===== src/rtl/boot_ctrl.sv =====
// Boot and run sequencer: loads a program from the host link into instruction memory,
// clears data memory, runs the CPU until it writes the result address or times out, then reports.
module boot_ctrl #(
    parameter int         TIMEOUT     = 10000,
    parameter logic [7:0] RESULT_ADDR = 8'h01,
    parameter int         IMEM_DEPTH  = 1024
) (
    input  logic        clk,
    input  logic        rst,
    input  logic        rx_valid,
    input  logic [7:0]  rx_data,
    output logic        rx_ready,
    output logic        tx_valid,
    output logic [7:0]  tx_data,
    input  logic        tx_ready,
    output logic        imem_we,
    output logic [9:0]  imem_addr,
    output logic [15:0] imem_wdata,
    output logic        cpu_rst,
    input  logic [7:0]  cpu_mem_addr,
    input  logic        cpu_mem_wr,
    input  logic [7:0]  cpu_wr_data,
    output logic [7:0]  dmem_addr,
    output logic        dmem_wr,
    output logic [7:0]  dmem_wdata
);

    typedef enum logic [2:0] {LEN_HI, LEN_LO, W_HI, W_LO, CLEAR, RUN, REPORT} state_t;

    localparam logic [16:0] DEPTH    = 17'(IMEM_DEPTH);
    localparam logic [31:0] RUN_LAST = 32'(TIMEOUT - 1);

    state_t      state;
    logic [15:0] len;
    logic [15:0] widx;
    logic [7:0]  hi_byte;
    logic [7:0]  clr_addr;
    logic [31:0] run_cnt;
    logic [7:0]  status;
    logic [7:0]  value;
    logic        tx_phase;
    logic        rx_fire;
    logic        tx_fire;
    logic        result_hit;

    assign rx_ready   = (state == LEN_HI) || (state == LEN_LO) || (state == W_HI) || (state == W_LO);
    assign cpu_rst    = (state != RUN);
    assign tx_valid   = (state == REPORT);
    // tx_phase only advances on a handshake, so the offered byte is stable under backpressure
    assign tx_data    = tx_valid ? (tx_phase ? value : status) : 8'h00;
    assign rx_fire    = rx_valid && rx_ready;
    assign tx_fire    = tx_valid && tx_ready;
    assign result_hit = cpu_mem_wr && (cpu_mem_addr == RESULT_ADDR);

    always_comb begin
        dmem_addr  = 8'h00;
        dmem_wr    = 1'b0;
        dmem_wdata = 8'h00;
        if (state == CLEAR) begin
            dmem_addr = clr_addr;
            dmem_wr   = 1'b1;
        end else if (state == RUN) begin
            dmem_addr  = cpu_mem_addr;
            dmem_wr    = cpu_mem_wr;
            dmem_wdata = cpu_wr_data;
        end
    end

    always_ff @(posedge clk) begin
        if (rst) begin
            state      <= LEN_HI;
            len        <= 16'h0000;
            widx       <= 16'h0000;
            hi_byte    <= 8'h00;
            clr_addr   <= 8'h00;
            run_cnt    <= 32'h0;
            status     <= 8'h00;
            value      <= 8'h00;
            tx_phase   <= 1'b0;
            imem_we    <= 1'b0;
            imem_addr  <= 10'h000;
            imem_wdata <= 16'h0000;
        end else begin
            imem_we <= 1'b0;
            case (state)
                LEN_HI: if (rx_fire) begin
                    len[15:8] <= rx_data;
                    state     <= LEN_LO;
                end
                LEN_LO: if (rx_fire) begin
                    len[7:0] <= rx_data;
                    widx     <= 16'h0000;
                    clr_addr <= 8'h00;
                    state    <= ({len[15:8], rx_data} == 16'h0000) ? CLEAR : W_HI;
                end
                W_HI: if (rx_fire) begin
                    hi_byte <= rx_data;
                    state   <= W_LO;
                end
                W_LO: if (rx_fire) begin
                    // words beyond the memory are still consumed so the stream stays aligned
                    if ({1'b0, widx} < DEPTH) begin
                        imem_we    <= 1'b1;
                        imem_addr  <= widx[9:0];
                        imem_wdata <= {hi_byte, rx_data};
                    end
                    widx  <= widx + 16'd1;
                    state <= (widx == len - 16'd1) ? CLEAR : W_HI;
                end
                CLEAR: begin
                    clr_addr <= clr_addr + 8'd1;
                    if (clr_addr == 8'hFF) begin
                        run_cnt <= 32'h0;
                        state   <= RUN;
                    end
                end
                RUN: begin
                    run_cnt <= run_cnt + 32'd1;
                    // a result write in the final cycle takes priority over the timeout
                    if (result_hit) begin
                        value    <= cpu_wr_data;
                        status   <= 8'h00;
                        tx_phase <= 1'b0;
                        state    <= REPORT;
                    end else if (run_cnt == RUN_LAST) begin
                        value    <= 8'h00;
                        status   <= 8'h01;
                        tx_phase <= 1'b0;
                        state    <= REPORT;
                    end
                end
                REPORT: if (tx_fire) begin
                    if (!tx_phase) begin
                        tx_phase <= 1'b1;
                    end else begin
                        tx_phase <= 1'b0;
                        state    <= LEN_HI;
                    end
                end
                default: state <= LEN_HI;
            endcase
        end
    end

endmodule


===== config.mk =====
export PLATFORM = sky130hd
export DESIGN_NAME = boot_ctrl
export DESIGN_NICKNAME = d
export VERILOG_FILES = /design/src/rtl/boot_ctrl.sv
export SDC_FILE = /design/constraint.sdc
export NUM_CORES = 1
export LEC_CHECK = 0
export CORE_UTILIZATION = 55
export CTS_CLUSTER_DIAMETER = 50
export DETAILED_ROUTE_END_ITERATION = 7
export GPL_ROUTABILITY_DRIVEN = 0
export PLACE_DENSITY = 0.8
export SETUP_SLACK_MARGIN = 0.1
export SLEW_MARGIN = 25
export SYNTH_ARGS = -nofsm -noshare
export SYNTH_HDL_FRONTEND = slang
export SYNTH_SLANG_ARGS = --single-unit

===== constraint.sdc =====
create_clock -name clk -period 2.7 [get_ports clk]
set_input_delay 0.54 -clock clk [delete_from_list [all_inputs] [get_ports clk]]
set_output_delay 0.54 -clock clk [all_outputs]
set_load 0.02 [all_outputs]

## After elaboration in Yosys (flattened, before gate mapping)

Index checks and enable logic that the tools add are counted.

| operators by class | value |
|---|---|
| add/sub/neg operators | 4 |
| $lt $le $gt $ge | 1 |
| equality and inequality tests | 19 |
| mux-type cells | 37 |
| bitwise operators | 2 |
| reduce and logical (&&, ||, !) cells | 24 |

Operator list:

| operator | count |
|---|---|
| two-way mux 8 bit | 11 |
| one-hot mux 32 bit (2 select lines) | 1 |
| two-way mux 3 bit | 11 |
| adder 32 x 1 -> 32 bit (second input constant) | 1 |
| == test 32 x 14 -> 1 bit (second input constant) | 1 |
| two-way mux 16 bit | 2 |
| two-way mux 32 bit | 1 |
| one-hot mux 16 bit (2 select lines) | 1 |
| one-hot mux 3 bit (7 select lines) | 1 |
| adder 16 x 1 -> 16 bit (second input constant) | 1 |
| == test 16 bit | 1 |
| zero test 16 bit | 1 |
| < comparator 16 x 11 -> 1 bit (second input constant) | 1 |
| one-hot mux 8 bit (2 select lines) | 1 |
| subtractor 16 x 1 -> 16 bit (second input constant) | 1 |
| AND reduction 2 bit | 6 |
| nonzero test 2 bit | 5 |
| == test 3 bit (second input constant) | 3 |
| AND reduction 3 bit | 3 |
| adder 8 x 1 -> 8 bit (second input constant) | 1 |
| == test 8 x 1 -> 1 bit (second input constant) | 1 |
| == test 8 bit (second input constant) | 1 |
| != test 2 bit (second input constant) | 4 |
| AND reduction 8 bit | 1 |
| other kinds (12) | 26 |

| storage, ports and cells | value |
|---|---|
| register bits | 127 |
| word-level logic and storage cells | 100 |

## Logic depth before layout (Yosys ltp)

| depth | value |
|---|---|
| word-level depth | 7 |
| mapped depth | 10 |

## Worst setup path before layout

Ideal clock, no wire load.

| timing path | value |
|---|---|
| path type | register -> output |
| start | register state[2] |
| end | output port dmem_addr[0] |
| arrival | 1.645 ns |
| required time | 2.160 ns |
| slack | 0.515 ns |
| stages on the path, launching flop included | 7 |
| buffers on the path | 3 |
| path through | dfxtp_1 inv_2 nor3_4 clkbuf_1 buf_2 buf_2 a22o_1 |

| between the ends | value |
|---|---|
| word-level cells in the longest chain between the ends | 3 |
| elaborated cells between the ends (all ways) | 4 |

Ends and longest elaborated chain:

| what | RTL line | source |
|---|---|---|
| from (decl) | 33 | `state_t state;` |
| from (signal assigned) | 94 | `state <= ({len[15:8], rx_data} == 16'h0000) ? CLEAR : W_HI;` |
| from (signal assigned) | 108 | `state <= (widx == len - 16'd1) ? CLEAR : W_HI;` |
| == test 3 bit | 62 | `end else if (state == RUN) begin` |
| two-way mux 8 bit | 62 |  |
| two-way mux 8 bit * | 59 | `if (state == CLEAR) begin` |
| to (decl) | 23 | `output logic [7:0] dmem_addr,` |

Mark *: on every way between the ends. The rest lies on a longest branch, timed or not.

## Worst setup path in the final report

| timing path | value |
|---|---|
| start | register state[2] |
| end | output port dmem_wdata[0] |

| between the ends | value |
|---|---|
| word-level cells in the longest chain between the ends | 3 |
| elaborated cells between the ends (all ways) | 4 |

Ends and longest elaborated chain:

| what | RTL line | source |
|---|---|---|
| == test 3 bit | 62 |  |
| two-way mux 8 bit | 62 |  |
| two-way mux 8 bit * | 59 |  |
| to (decl) | 25 | `output logic [7:0] dmem_wdata` |

Marks and branches as above.

==> results.md <==
* Comb power frac at around 8.2%
* Post-synth ARST share at 0%
* Post-DR wirelength/cell at 15.9 µm
* Status: finished, final reports clean
* Post-Layout Cell Count at between 900 and 1000
* R2r worst-path depth at 8
* Reg2Reg Setup Slack at ~0.41 ns
* Nets at about 850
* Reg2reg start: len[1]$_SDFFE_PP0P_
* Min Tclk post-route at approximately 2.5 ns
* Commonest non-fill, non-tap cell in the layout: nand2_1
* Clock Power Share at 51.6%
* Total CTS buffers at 17
* Main synth FF type: dfxtp_1
* Syn Area/Cell at slightly above 8 µm²
* Lkg Pwr at 2.82 nW
* Core area at 10400 µm²
* Setup CP Type: flop to output port
* Die Span Y at 106 µm
* Row count at 37
* Net Switching at about 1.1 mW
* Inst Count DP at between 900 and 1000
* Largest net degree at the start of global routing at 35
* Worst hold start: rst
* # DRC at 0
* CTS max path bufs at 2
* Hold Crit Class: primary input to flop
* Area delta synth->final at 27.0%
* Cell Int Power at between 3 and 4 mW
* Drt via density at about 5.9
* Synth warnings at 0
* Total power at 4.60 mW
* Final Skew at between 0.005 and 0.006 ns
* Max FO, Critical Path at 31
* Sw Share at about a quarter
* Netlist cell types at 63
* CP endpoint kind: output port
* Unrepaired setup endpoints after global routing: no
* Flops & latches, synth at 120
* Share of cells above drive strength 1 at between 10% and 20%
* Largest stage delay on the critical path at 0.38 ns
* Slew margin rel. at roughly 64%
* Vias in the first global route at 5283
* Clock Latency Late Sink at between 0.5 and 0.6 ns
* Port Buffer Count at 83
* Post-Syn Area at approximately 5900 µm²
* Worst Hold Depth at 2
* Slew Viols, Final at 0
* CTS Sinks at 120
* Vias at ~5700
* Die X at ~110 µm
* CTS tree: done
* Slowest CP cell: dfxtp_2
* Sequential area share after synthesis at 40.5%
* Max IR drop VDD at 0.000352 V
* Initial drt markers at ~290
* Grt total ovfl at 0
* Critical Path Start Type: flop
* Hold endpoint: hi_byte[7]$_SDFFE_PP0P_
* Net Count, Synth at between 700 and 800
* CTS HTree Levels at 4
* Top-Level Pins at 84
* Max_cap viols at 0
* Max Clk Rate at between 400 and 500 MHz
* Initial antenna violation count at 0
* Reg2reg end: state[1]$_SDFFE_PP0P_
* Required time worst endpoint at between 2 and 2.5 ns
* Post-CTS Setup Bufs at 0
* Die area at between 10000 and 15000 µm²
* Final count of hold timing violations at 0
* Commonest cells after routing, fill and taps aside: nand2_1 (123), dfxtp_1 (117), nor2_1 (79)
* Dpl cell area at ~7000 µm²
* Cell count after synthesis at 736
* Worst slew pin tran at 0.531 ns
* N_diodes at 0
* Setup TNS at 0 ns
* Cell chain of the critical path: inv_2 > nor3_4 > buf_12 > and2_1 > dlygate4sd2_1
* Hpwl dp at approximately 11000 µm
* 1st-pass router iterations at 6
* Utilization after layout at 72.4%
* Antenna viol nets, final at 0
* Post-Route WL at about 15000 µm
* GRT Overall Usage at 28.3%
* First-pass GRT wire length at 25200 µm
* Initial Util at 57.0%
* CTS root buffer: clkbuf_8
* Post-synth EDFFs at 0
* Worst-path clk slew at 0.06 ns
* Setup violators final at 0
* CP arrival at roughly 2.0 ns
* Design area at between 7000 and 8000 µm²
* Fin crit share at 92.5%
* PD cells at between 600 and 700 nW/µm²
* Reg power frac at 40.2%
[Yosys cell counts (7+ instances only)]
| library cell | instances | area, µm² |
|---|---|---|
| a21oi_1 | 74 | 370 |
| a22o_1 | 8 | 70.1 |
| a22oi_1 | 11 | 82.6 |
| and2_1 | 16 | 100 |
| and3_1 | 18 | 113 |
| buf_2 | 10 | 50.1 |
| clkbuf_1 | 28 | 105 |
| dfxtp_1 | 120 | 2400 |
| inv_1 | 7 | 26.3 |
| mux2_2 | 8 | 90.1 |
| mux2i_1 | 15 | 150 |
| nand2_1 | 123 | 462 |
| nand3_1 | 38 | 190 |
| nand4_1 | 10 | 62.6 |
| nor2_1 | 79 | 297 |
| nor3_1 | 9 | 45.0 |
| nor4_1 | 9 | 56.3 |
| o211ai_1 | 10 | 75.1 |
| o21ai_0 | 10 | 50.1 |
| or3_1 | 13 | 81.3 |
| xnor2_1 | 14 | 123 |
| xor2_1 | 20 | 175 |
[power by group through the flow]
stage	logic (mW)	clock network, mW	registers (mW)
final	0.377	2.37	1.85
after global routing	0.411	2.45	1.85
after CTS	0.371	2.38	1.85
after detailed placement	0.368	0	1.88
after global placement	0.354	0	1.88
after floorplan	0.247	0	1.87
[worst max-delay path, delay by kind of cell (launching register included)]
kind          cells  cell delay (ns)
buf+inv           3             0.65
flops             1             0.38
simple gates      2             0.38
[kinds of logic (layout without fill, tap and decap cells)]
logic type      Yosys count  in the layout  synth area share (%)
flops                   120            120                  40.5
compound gates          137            137                  14.1
buf+inv                  51            147                  3.69
fa+ha+maj                 4              4                 0.843
simple gates            367            367                  31.9
mux                      23             23                  4.05
xor+xnor                 34             34                  5.02
[worst max-delay path by stage]
stage | start | to | slack (ns)
floorplan | state[2]$_SDFFE_PP0P_ | dmem_addr[0] | 0.51
global route | state[2]$_SDFFE_PP0P_ | dmem_wdata[3] | 0.13
global placement | cpu_mem_addr[6] | state[1]$_SDFFE_PP0P_ | 0.27
CTS | state[2]$_SDFFE_PP0P_ | dmem_wdata[3] | 0.11
finish | state[2]$_SDFFE_PP0P_ | dmem_wdata[0] | 0.20
detailed placement | cpu_mem_addr[5] | state[1]$_SDFFE_PP0P_ | 0.25
[stage by stage]
step	hold slack (ns)	setup WS, ns
after global routing	0.427	0.130
after global placement	0.439	0.272
after detailed placement	0.444	0.248
after floorplan	0.436	0.515
final	0.418	0.202
after CTS	0.405	0.109
[per-layer routing]
metal | routed length, µm | vias up | part of all wire (%) | global-route usage (%)
met5 | 0 | - | 0 | 0
met3 | 1140 | 48 | 7.4 | 7.05
met1 | 6530 | 2648 | 42 | 34.4
li1 | - | 2749 | - | -
met4 | 396 | 0 | 2.6 | 11.9
met2 | 7350 | 243 | 48 | 47.3
[what timing repair did]
item                                    in CTS  in global routing
gates resized for setup                     33                 12
hold buffers                                 0                  0
gates cloned                                 0                  0
endpoints found under the hold margin        0                  0
pin swaps                                    0                  0
endpoints found under the setup margin      27                 20
[cell type report]
type | count | area [µm²]
inverter | 9 | 33.8
multi-input combinational | 565 | 3340
sequential | 120 | 2410
timing repair buffer | 106 | 971
fill | 794 | 2880
clock buffer | 20 | 445
clock inverter | 12 | 174
tap | 136 | 170
[registers in the layout, indices dropped and copies added (netlist names)]
signal,cells
hi_byte,8
tx_phase,1
status,1
widx,16
run_cnt,32
clr_addr,8
len,16
imem_wdata,16
imem_we,1
state,3
imem_addr,10
value,8
Note: power is estimated with default switching activity, not from simulation.
